<file path="config.mk">
export PLATFORM = sky130hd
export DESIGN_NAME = led_ctrl
export DESIGN_NICKNAME = d
export VERILOG_FILES = /design/src/rtl/led_ctrl.sv
export SDC_FILE = /design/constraint.sdc
export NUM_CORES = 1
export LEC_CHECK = 0
export ABC_AREA = 1
export BUFFER_PORTS_ARGS = -buffer_cell sky130_fd_sc_hd__buf_2
export CAP_MARGIN = 10
export CORE_MARGIN = 2
export CORE_UTILIZATION = 40
export CTS_CLUSTER_DIAMETER = 150
export DETAILED_ROUTE_END_ITERATION = 6
export GPL_TIMING_DRIVEN = 1
export PLACE_DENSITY = 0.68
export SLEW_MARGIN = 40
export SYNTH_ARGS = -nofsm -noshare
export SYNTH_HDL_FRONTEND = slang
export SYNTH_SLANG_ARGS = --single-unit
</file>
<file path="constraint.sdc">
create_clock -name clk -period 1.8 [get_ports clk]
set_clock_uncertainty 0.2 [all_clocks]
set_input_delay 0.36 -clock clk [delete_from_list [all_inputs] [get_ports clk]]
set_output_delay 0.36 -clock clk [all_outputs]
set_load 0.01 [all_outputs]
</file>
<file path="src/rtl/led_ctrl.sv">
// Memory-mapped LED controller: data/brightness/control registers, per-frame PWM, LED7 heartbeat and WFI pad sequencing.
// led_bus and pad_sleep are registered (one edge after a register write); no backpressure, writes accepted every cycle.
module led_ctrl #(
    parameter int PWM_BITS = 4,
    parameter int HB_DIV   = 24
) (
    input  logic       clk,
    input  logic       rst,
    input  logic       cpu_we,
    input  logic [1:0] cpu_addr,
    input  logic [7:0] cpu_wdata,
    output logic [7:0] cpu_rdata,
    input  logic       wfi,
    output logic [7:0] led_bus,
    output logic       pad_sleep
);

    typedef enum logic [1:0] {
        RUN   = 2'd0,
        DRAIN = 2'd1,
        SLEEP = 2'd2,
        WAKE  = 2'd3
    } state_t;

    localparam logic [PWM_BITS-1:0] PWM_MAX = '1;

    state_t              state;
    state_t              state_nxt;
    logic [7:0]          led_data;
    logic [PWM_BITS-1:0] bright;
    logic                hb_en;
    logic                blank;
    logic [PWM_BITS-1:0] pwm_cnt;
    logic [PWM_BITS-1:0] pwm_nxt;
    logic [HB_DIV-1:0]   hb_cnt;
    logic                hb;
    logic                pwm_on;
    logic [7:0]          led_nxt;

    assign hb     = hb_cnt[HB_DIV-1];
    assign pwm_on = (bright == PWM_MAX) | (pwm_cnt < bright);

    always_comb begin
        cpu_rdata = 8'h00;
        case (cpu_addr)
            2'd0:    cpu_rdata = led_data;
            2'd1:    cpu_rdata = 8'(bright);
            2'd2:    cpu_rdata = {6'b0, blank, hb_en};
            default: cpu_rdata = {5'b0, state, hb};
        endcase
    end

    // Abort in DRAIN takes priority over the frame-end sleep entry.
    always_comb begin
        state_nxt = state;
        case (state)
            RUN:     if (wfi) state_nxt = DRAIN;
            DRAIN: begin
                if (!wfi)                    state_nxt = RUN;
                else if (pwm_cnt == PWM_MAX) state_nxt = SLEEP;
            end
            SLEEP:   if (!wfi) state_nxt = WAKE;
            default: state_nxt = RUN;
        endcase
    end

    always_comb begin
        pwm_nxt = '0;
        if (state == RUN || state == DRAIN) pwm_nxt = pwm_cnt + 1'b1;
    end

    // Gating on both current and next state keeps the bus low on the sleep
    // entry edge and for the whole WAKE->RUN handover.
    always_comb begin
        led_nxt = led_data & {8{pwm_on}};
        if (hb_en) led_nxt[7] = hb;
        if (blank || state == SLEEP || state == WAKE ||
            state_nxt == SLEEP || state_nxt == WAKE)
            led_nxt = 8'h00;
    end

    always_ff @(posedge clk) begin
        if (rst) begin
            state     <= RUN;
            led_data  <= 8'h00;
            bright    <= PWM_MAX;
            hb_en     <= 1'b0;
            blank     <= 1'b0;
            pwm_cnt   <= '0;
            hb_cnt    <= '0;
            led_bus   <= 8'h00;
            pad_sleep <= 1'b0;
        end else begin
            state     <= state_nxt;
            pwm_cnt   <= pwm_nxt;
            led_bus   <= led_nxt;
            pad_sleep <= (state_nxt == SLEEP);
            if (state != SLEEP) hb_cnt <= hb_cnt + 1'b1;
            if (cpu_we) begin
                case (cpu_addr)
                    2'd0: led_data <= cpu_wdata;
                    2'd1: bright   <= cpu_wdata[PWM_BITS-1:0];
                    2'd2: begin
                        hb_en <= cpu_wdata[0];
                        blank <= cpu_wdata[1];
                    end
                    default: ;
                endcase
            end
        end
    end

endmodule
</file>
==> flow_metrics.tcl <==
set metrics [dict create \
    fin_nets 413 \
    die_area_mm2 0.00694 \
    grt_antenna_before_repair 0 \
    overflow 0 \
    grt_pass1_vias 2027 \
    syn-instance-count 362 \
    dominantRegCellSynth "dfxtp_1" \
    synth.avg_cell_area_um2 6.95 \
    cts_made_buffers 5 \
    cp_cell_sequence "inv_2 -> o2111ai_1 -> buf_2" \
    hold_start "cpu_wdata[2]" \
    rows 28 \
    post_cts_buffers 0 \
    port_buffers 30 \
    grtUsageTotal 0.157 \
    synthTopCellsByArea "dfxtp_1 42%, nand2_1 13%, nor2_1 9.4%" \
    grt_max_degree 31 \
    clkSlewWorstSetupHoldPaths_ns 0.09 \
    first_pass_iters 4 \
    worst_pin_slew_ns 0.369 \
    synth_top_area_cell "dfxtp_1" \
    slowest_delay_ns 0.39 \
    viasPerCell 4.82 \
    core_mm2 0.00599 \
    pwr-share-clk 0.326 \
    async_flop_share 0 \
    drc 0 \
    drt-initial-drc-count 69 \
    switching_power_mw 0.497 \
    root_buffer "clkbuf_8" \
    cp.required_ns 1.24 \
    cp-startpoint "state[0]" \
    dp_hpwl_um 3860 \
    rsz0062_at_grt "false" \
    grt_pass1_wl_um 9010 \
    final_common_cell "nand2_1" \
    post-place-ws_ns 0.0816 \
    crit_path_start_kind "flip-flop" \
    initial_core_util 0.420 \
    power_density_mw_per_mm2 729 \
    hold_path.class "primary input to flip-flop" \
    fin_crit_sh 0.943 \
    layout_common_cells "85 x nand2_1, 62 x nor2_1, 52 x dfxtp_1" \
    htreeDepth 2 \
    combPwrFrac 0.081 \
    cpMaxStageDelayCell "dfxtp_1" \
    clk_path_buf_depth 2 \
    pwr-share-seq 0.592 \
    fmaxAchievable_ghz 0.589 \
    globalplace.congestion 0.822 \
    fin_crit_ns 1.70 \
    yosysUniqueCellTypes 35 \
    p_leak_nw 1.29 \
    setup_viol 0 \
    p_int_mw 1.58 \
    ys_ff_latch 53 \
    wl_per_cell_um 10.8 \
    syn_nets 381 \
    synth_area_mm2 0.00252 \
    via_count 2261 \
    p_sw_frac 0.239 \
    end_kind "primary output" \
    setup_ws_ns 0.103 \
    yosysWarnings 0 \
    critical_path_buf_inv_count 2 \
    slew_violations 0 \
    pin_count 31 \
    antenna_cells 0 \
    drive_gt1_frac 0.145 \
    totalWireLength_um 5060 \
    synth_edf_count 0 \
    ys_seq_area_frac 0.421 \
    clkLatencyLatePin_ns 0.30 \
    arrival_ns 1.14 \
    drtAntennaViolNets 0 \
    critical_path_class "flip-flop to primary output" \
    cts_tree "yes" \
    rr_startpoint "hb_cnt[0]" \
    dieHeight_um 83.3 \
    critPathTopFamily "flip-flops" \
    hold_viol 0 \
    vdd_drop_max_mv 0.417 \
    fin_tns_setup_ns 0 \
    drv_cap 0 \
    die_w_um 83.3 \
    clock_sinks 53 \
    status "finished, final reports clean" \
    syn_to_final_growth_pct 13.1 \
    yosysTopAreaCellShare 0.421 \
    crit_fanout 3 \
    maxSlewHeadroom 0.753 \
]
==> registers in the layout, summed over array words and instances, names as in the netlist <==
register and cells:
hb_cnt 24, bright 4, blank 1, pad_sleep 1, hb_en 1, pwm_cnt 4, led_data 8, led_bus 8
state 2
==> worst paths after layout <==
path / slack, ns / cells after the start / to
worst min register to register: 0.25 / 2 / led_bus[5]
worst max register to register: 0.22 / 6 / hb_cnt[10]
worst min-delay path: 0.09 / 3 / bright[2]
worst max-delay path: 0.10 / 3 / cpu_rdata[1]
==> routing by layer <==
| metal | part of all wire | GRT usage | vias to the layer above |
|---|---|---|---|
| met5 | 0 | 0 | - |
| met4 | 0.015 | 0.0581 | 0 |
| met3 | 0.031 | 0.0268 | 7 |
| met2 | 0.48 | 0.258 | 41 |
| met1 | 0.48 | 0.207 | 1006 |
| li1 | - | - | 1207 |
==> timing repair <==
action | in CTS | in global routing
resized for setup | 0 | 4
endpoints found under the setup margin | 0 | 6
hold buffers | 0 | 0
hold endpoints to repair | 0 | 0
==> stage by stage <==
step           std cells   util  hold slack, ns  instance area [um^2]  power [mW]
5_1_grt              469  0.475           0.100                  2850        2.19
6_report             469  0.475          0.0891                  2850        2.08
3_3_place_gp         462  0.459           0.231                  2750        1.42
3_5_place_dp         462  0.459           0.235                  2750        1.43
2_1_floorplan        362      -           0.225                  2520        1.36
4_1_cts              469  0.473          0.0856                  2840        2.10
==> synth_stat cells (2+ instances only) <==
cell and instances:
nand2_1 86, nor2_2 2, inv_2 2, inv_1 47, o211ai_1 3, ha_1 5, nand2_2 2, a21oi_1 21
o21ai_1 2, dfxtp_1 53, o21ai_0 18, xnor2_1 2, nand2_4 2, clkbuf_1 3, nand3_2 2, nor2_1 63
nor2_4 4, nand3_1 21, xor2_1 2, nand4_1 7
==> logic make-up (layout without fill, tap and decap cells) <==
logic type | after synthesis | after routing | synth area share
buffers and inverters | 56 | 88 | 0.0870
adder cells (fa/ha/maj) | 5 | 5 | 0.0249
flip-flops | 53 | 53 | 0.421
XOR/XNOR | 4 | 4 | 0.0139
AND/OR/NAND/NOR | 196 | 196 | 0.350
AO/OA/AOI/OAI | 48 | 48 | 0.103
==> final cells by class <==
type	count	area, um^2
Fill cell	607	3140
Multi-Input combinational cell	253	1250
Sequential cell	53	1060
Inverter	50	188
Timing Repair Buffer	31	170
Tap cell	75	93.8
Clock buffer	7	86.3
==> worst reg2reg max path: stages, from the launching register on <==
cell	delay (ns)
dfxtp_1	0.40
ha_1	0.26
nand3_2	0.17
nor2_4	0.19
nand2_1	0.09
o21ai_1	0.13
nor2_1	0.05
==> power groups by stage <==
stage | clock network, mW | logic, mW | registers (mW)
detailed placement | 0 | 0.168 | 1.26
global placement | 0 | 0.164 | 1.26
finish | 0.677 | 0.169 | 1.23
global route | 0.754 | 0.197 | 1.24
floorplan | 0 | 0.106 | 1.26
CTS | 0.701 | 0.169 | 1.23
Power figures use the tool's default switching activity.
